===== config.mk =====
export PLATFORM = sky130hd
export DESIGN_NAME = pulse_seq_multi
export DESIGN_NICKNAME = d
export VERILOG_FILES = /design/src/rtl/pulse_seq_multi.sv
export SDC_FILE = /design/constraint.sdc
export NUM_CORES = 2
export LEC_CHECK = 0
export BUFFER_PORTS_ARGS = -buffer_cell sky130_fd_sc_hd__buf_2
export CAP_MARGIN = 10
export CORE_ASPECT_RATIO = 0.7
export CORE_UTILIZATION = 30
export DETAILED_ROUTE_END_ITERATION = 16
export PLACE_DENSITY = 0.49
export SLEW_MARGIN = 40
export SYNTH_ARGS = -nofsm -noshare
export SYNTH_HDL_FRONTEND = slang
export SYNTH_SLANG_ARGS = --single-unit

===== constraint.sdc =====
create_clock -name clk_pll -period 5.8 [get_ports clk_pll]
set_clock_uncertainty 0.2 [all_clocks]
set_input_delay 0.58 -clock clk_pll [delete_from_list [all_inputs] [get_ports clk_pll]]
set_output_delay 0.58 -clock clk_pll [all_outputs]
set_load 0.005 [all_outputs]

===== src/rtl/pulse_seq_multi.sv =====
// Multi-channel pulse sequencer: a shared period counter drives NCH delay/width
// comparators; registers are written to shadow copies and loaded at period boundaries.

module pulse_seq_lane #(
  parameter int CW = 32
) (
  input  logic          clk_i,
  input  logic          rst_i,
  input  logic          wr_dly_i,
  input  logic          wr_wid_i,
  input  logic [CW-1:0] wr_data_i,
  input  logic          load_i,
  input  logic          run_i,
  input  logic [CW-1:0] cnt_i,
  output logic          pulse_o
);
  logic [CW-1:0] dly_sh_q, wid_sh_q, dly_q, wid_q;
  logic [CW:0]   end_w;
  logic          hit_w;

  // One extra bit keeps delay+width from wrapping below delay.
  assign end_w = {1'b0, dly_q} + {1'b0, wid_q};
  assign hit_w = ({1'b0, cnt_i} >= {1'b0, dly_q}) && ({1'b0, cnt_i} < end_w);

  always_ff @(posedge clk_i) begin
    if (rst_i) begin
      dly_sh_q <= '0;
      wid_sh_q <= '0;
      dly_q    <= '0;
      wid_q    <= '0;
      pulse_o  <= 1'b0;
    end else begin
      if (wr_dly_i) dly_sh_q <= wr_data_i;
      if (wr_wid_i) wid_sh_q <= wr_data_i;
      if (load_i) begin
        dly_q <= dly_sh_q;
        wid_q <= wid_sh_q;
      end
      pulse_o <= run_i && hit_w;
    end
  end
endmodule

module pulse_seq_multi #(
  parameter int NCH      = 4,
  parameter int CW       = 32,
  parameter int SYNC_LEN = 4,
  parameter int AW       = 4
) (
  input  logic           clk_pll,
  input  logic           resetn,
  input  logic           wr_en,
  input  logic [AW-1:0]  wr_addr,
  input  logic [CW-1:0]  wr_data,
  input  logic           start,
  input  logic           stop,
  output logic [NCH-1:0] Pulse,
  output logic           Sync,
  output logic           busy,
  output logic           done,
  output logic [CW-1:0]  period_cnt
);
  typedef enum logic {IDLE, RUN} state_t;

  state_t        state_q;
  logic [CW-1:0] cnt_q, period_cnt_q;
  logic [CW-1:0] per_sh_q, nrep_sh_q, per_q, nrep_q;
  logic          sync_q, busy_q, done_q;

  logic wr_per, wr_nrep, start_ok, last, fin, load, run_out;

  assign wr_per   = wr_en && (wr_addr == AW'(0));
  assign wr_nrep  = wr_en && (wr_addr == AW'(1));
  assign start_ok = (state_q == IDLE) && start && !stop && (per_sh_q >= CW'(2));
  assign last     = (state_q == RUN) && (cnt_q == per_q - CW'(1));
  assign fin      = last && (nrep_q != '0) && ((period_cnt_q + CW'(1)) == nrep_q);
  assign load     = start_ok || last;
  // A stop blanks the outputs on the very next cycle.
  assign run_out  = (state_q == RUN) && !stop;

  for (genvar k = 0; k < NCH; k++) begin : g_lane
    localparam logic [AW-1:0] A_DLY = AW'(2 + 2 * k);
    localparam logic [AW-1:0] A_WID = AW'(3 + 2 * k);
    pulse_seq_lane #(.CW(CW)) u_lane (
      .clk_i     (clk_pll),
      .rst_i     (resetn),
      .wr_dly_i  (wr_en && (wr_addr == A_DLY)),
      .wr_wid_i  (wr_en && (wr_addr == A_WID)),
      .wr_data_i (wr_data),
      .load_i    (load),
      .run_i     (run_out),
      .cnt_i     (cnt_q),
      .pulse_o   (Pulse[k])
    );
  end

  always_ff @(posedge clk_pll) begin
    if (resetn) begin
      state_q      <= IDLE;
      cnt_q        <= '0;
      period_cnt_q <= '0;
      per_sh_q     <= '0;
      nrep_sh_q    <= '0;
      per_q        <= '0;
      nrep_q       <= '0;
      sync_q       <= 1'b0;
      busy_q       <= 1'b0;
      done_q       <= 1'b0;
    end else begin
      if (wr_per)  per_sh_q  <= wr_data;
      if (wr_nrep) nrep_sh_q <= wr_data;
      if (load) begin
        per_q  <= per_sh_q;
        nrep_q <= nrep_sh_q;
      end
      done_q <= 1'b0;
      sync_q <= run_out && (cnt_q < CW'(SYNC_LEN)) && (cnt_q < per_q);
      case (state_q)
        IDLE: begin
          if (start_ok) begin
            state_q      <= RUN;
            cnt_q        <= '0;
            period_cnt_q <= '0;
            busy_q       <= 1'b1;
          end
        end
        RUN: begin
          if (stop) begin
            state_q <= IDLE;
            cnt_q   <= '0;
            busy_q  <= 1'b0;
          end else if (last) begin
            cnt_q        <= '0;
            period_cnt_q <= period_cnt_q + CW'(1);
            if (fin) begin
              state_q <= IDLE;
              busy_q  <= 1'b0;
              done_q  <= 1'b1;
            end
          end else begin
            cnt_q <= cnt_q + CW'(1);
          end
        end
        default: state_q <= IDLE;
      endcase
    end
  end

  assign Sync       = sync_q;
  assign busy       = busy_q;
  assign done       = done_q;
  assign period_cnt = period_cnt_q;
endmodule


==> results.py <==
metrics = {
    "run_status": {
        "status": "completed",
    },
    "logic_synthesis": {
        "syn_avg_cell_area_um2": 8.12,
        "ys_types": 82,
        "synthFlopType": "dfxtp_1",
        "ys_ff_latch": 712,
        "synth_edf_count": 0,
        "synth_area_leaders": "dfxtp_1 33%, ha_1 12%, a21oi_1 9.5%",
        "yosysSeqAreaShare": 0.332,
        "netlist_top_cells_count": "819 x a21oi_1, 762 x nand2_1, 712 x dfxtp_1",
        "yosysWarnings": 0,
        "yosysTopAreaCell": "dfxtp_1",
        "syn_area_um2": 43000,
        "yosys.area.top_type_share": 0.332,
        "synth_nets": 5756,
        "async_flop_share": 0,
        "synthCells": 5296,
        "synth.most_common_cell": "a21oi_1",
    },
    "route": {
        "routed_wl_um": 150000,
        "vias": 37594,
        "drt-initial-drc-count": 3423,
        "drc": 0,
        "wl_per_cell_um": 21.0,
        "avgViaCountPerCell": 5.29,
        "ant_nets": 0,
        "first_pass_iters": 6,
    },
    "pwr": {
        "intPower_mw": 8.16,
        "p_leak_nw": 17.9,
        "power_frac_seq": 0.455,
        "switching_share": 0.250,
        "combPwrFrac": 0.055,
        "peakVddDrop_mv": 0.215,
        "p_per_area_nw_per_um2": 228,
        "fin_total_pwr_mw": 10.9,
        "switchingPower_mw": 2.72,
        "share_clk_of_total_power": 0.490,
    },
    "finish": {
        "syn_to_final_growth_pct": 11.1,
        "final_util": 0.338,
        "fill_cells": 14932,
        "layout-drive-gt1-share": 0.0949,
        "nets": 5636,
        "final_cell_count_no_fill": 7112,
    },
    "job": {
        "cap_violations": 0,
    },
    "critical_path": {
        "cp-end-kind": "flop",
        "crit_path_frequent_cell": "a21oi_1",
        "cp.required_ns": 6.13,
        "critPathSlowestCell": "a221o_1",
        "cpPeakStageDelay_ns": 0.42,
        "cp-start-kind": "flop",
        "critPathKind": "reg2reg",
        "crit_path_max_fanout": 3,
        "crit_chain": "ha_1 > fa_1 > a21o_1 > a21oi_1 > o31ai_1 > a221o_1 > a221o_1 > a21oi_1 > o21bai_1 > a31oi_1 > xor2_1 > ha_1 > a21o_1 > a21o_1 > a21oi_1 > nand3_1 > a21oi_1 > o21ai_0 > a31oi_1 > a311oi_1 > a2111oi_0",
        "arrival_ns": 5.35,
    },
    "hold_path": {
        "hp-class": "in2reg",
    },
    "die": {
        "start_util": 0.304,
        "fp.coreArea_um2": 141000,
        "fp.dieW_um": 454,
        "dieArea_um2": 145000,
        "die_h_um": 319,
        "rows": 115,
        "ios": 80,
    },
    "timing": {
        "final.setup.tns_ns": 0,
        "fmax_ghz": 0.199,
        "tightest_slew_ns": 0.926,
        "rsz0062_at_grt": "false",
        "post-route-period-util": 0.865,
        "slew_violations": 0,
        "fin_crit_ns": 5.01,
        "hold_viol_final": 0,
        "relSlewSlack": 0.382,
        "hold_slack_ns": 0.0904,
        "finalSetupViolations": 0,
    },
    "clock_tree": {
        "cts_tree": "built",
        "cts_resized": 0,
        "worstSkewPairLatency_ns": 0.68,
        "htreeDepth": 3,
        "root_buffer": "clkbuf_16",
        "clk_path_buf_depth": 3,
        "numCtsBuffers": 78,
        "post_cts_buffers": 0,
        "cts.sinks": 712,
        "clk_pin_slew_ns": 0.06,
        "hold_buffers": 0,
    },
    "grt": {
        "grt_pass1_wl_um": 222000,
        "overflow": 0,
        "grtUsageMet3": 0.0414,
        "antenna_found_initial": 16,
        "met2_usage": 0.277,
        "grt_use_met1": 0.309,
        "grt_max_degree": 175,
        "grt_pass1_vias": 33861,
        "top_usage_layer": "met1",
        "grt_usage": 0.201,
    },
    "placement": {
        "port_buffers": 79,
        "place_hpwl_um": 101000,
        "placed_cells": 6968,
        "gp_congestion": 0.897,
    },
}
[logic make-up (layout without fill, tap and decap cells)]
group,count (synthesis),count (layout),share of synthesized area
and+or+nand+nor,1684,1684,0.183
xor gates and xnor gates,236,236,0.0481
AOI/OAI and AO/OA,1668,1668,0.258
buffers and inverters,567,509,0.0540
muxes,10,10,0.00236
adders and majority gates,419,419,0.123
other,0,2,0
DFF,712,712,0.332
[state kept, by name (all words and copies together), names as in the netlist]
signal and flops:
Sync 1, busy 1, cnt_q 32, done 1, g_lane.u_lane.dly_q 128, g_lane.u_lane.dly_sh_q 128
g_lane.u_lane.pulse_o 4, g_lane.u_lane.wid_q 128, g_lane.u_lane.wid_sh_q 128, nrep_q 32, nrep_sh_q 32, per_q 32
per_sh_q 32, period_cnt 32, state_q 1
[metrics by stage]
| step | setup WS [ns] | area, um^2 |
|---|---|---|
| floorplan | 1.44 | 43000 |
| global placement | 0.968 | 45000 |
| detailed placement | 0.830 | 45100 |
| CTS | 0.804 | 47700 |
| global route | 0.288 | 47800 |
| finish | 0.785 | 47800 |
[cell usage in the layout, fill, tap and decap left out, types with 14 or more instances in the layout]
cell type,netlist,final
o211ai_1,20,20
o21bai_1,21,20
nor3_1,46,44
nand2_1,762,759
xnor2_1,121,121
o21ai_0,126,126
nand2b_1,34,34
a21bo_1,169,169
buf_4,5,75
a21oi_1,819,819
clkbuf_16,0,79
a31oi_1,33,33
nand3_1,414,414
inv_1,196,196
dfxtp_1,712,712
or3_1,19,19
clkinv_2,0,16
nor2_1,145,141
nor2b_1,30,29
buf_2,26,78
a21bo_2,152,152
nor4_1,44,44
a311oi_1,21,21
and3_1,38,38
a21o_1,143,143
clkbuf_8,0,15
nand4_1,68,68
and2_1,14,14
a211oi_1,28,28
ha_1,415,415
o21a_1,23,23
xor2_1,115,115
[layer usage]
layer	wire, um	vias to the layer above
met5	9	-
met4	3970	2
met3	10200	189
met2	58900	959
met1	76500	17873
li1	-	18571
[worst max-delay path: cells and delay by family, from the launching register on]
family | cells | cell delay (ns)
compound gates | 16 | 3.18
fa+ha+maj | 3 | 0.91
flops | 1 | 0.32
xor+xnor | 1 | 0.17
simple gates | 1 | 0.10
[final cells by class]
| class | count | area (um^2) | share of cell area |
|---|---|---|---|
| clock inverter | 35 | 449 | 0.00940 |
| sequential | 712 | 14300 | 0.298 |
| antenna | 2 | 5.00 | 0.000105 |
| multi-input combinational | 4017 | 26500 | 0.554 |
| timing repair buffer | 169 | 1240 | 0.0260 |
| tap | 1872 | 2340 | 0.0490 |
| inverter | 198 | 756 | 0.0158 |
| clock buffer | 107 | 2230 | 0.0467 |
[path summary, 6_finish.rpt]
kind                            cells past startpoint                     startpoint                       endpoint  slack, ns
worst min-delay path                                2                           stop                           busy       0.09
worst min register to register                      2  g_lane[1].u_lane.wid_sh_q[30]  g_lane[1].u_lane.wid_sh_q[30]       0.25
worst max-delay path                               21      g_lane[0].u_lane.wid_q[0]       g_lane[0].u_lane.pulse_o       0.79
worst max register to register                     21      g_lane[0].u_lane.wid_q[0]       g_lane[0].u_lane.pulse_o       0.79
[power by group through the flow]
stage | clock network (mW) | logic (mW) | registers, mW
3_5_place_dp | 0 | 0.597 | 5.06
6_report | 5.33 | 0.599 | 4.95
5_1_grt | 5.64 | 0.641 | 4.95
2_1_floorplan | 0 | 0.349 | 5.05
4_1_cts | 5.45 | 0.598 | 4.95
3_3_place_gp | 0 | 0.595 | 5.06
Power figures use the tool's default switching activity.
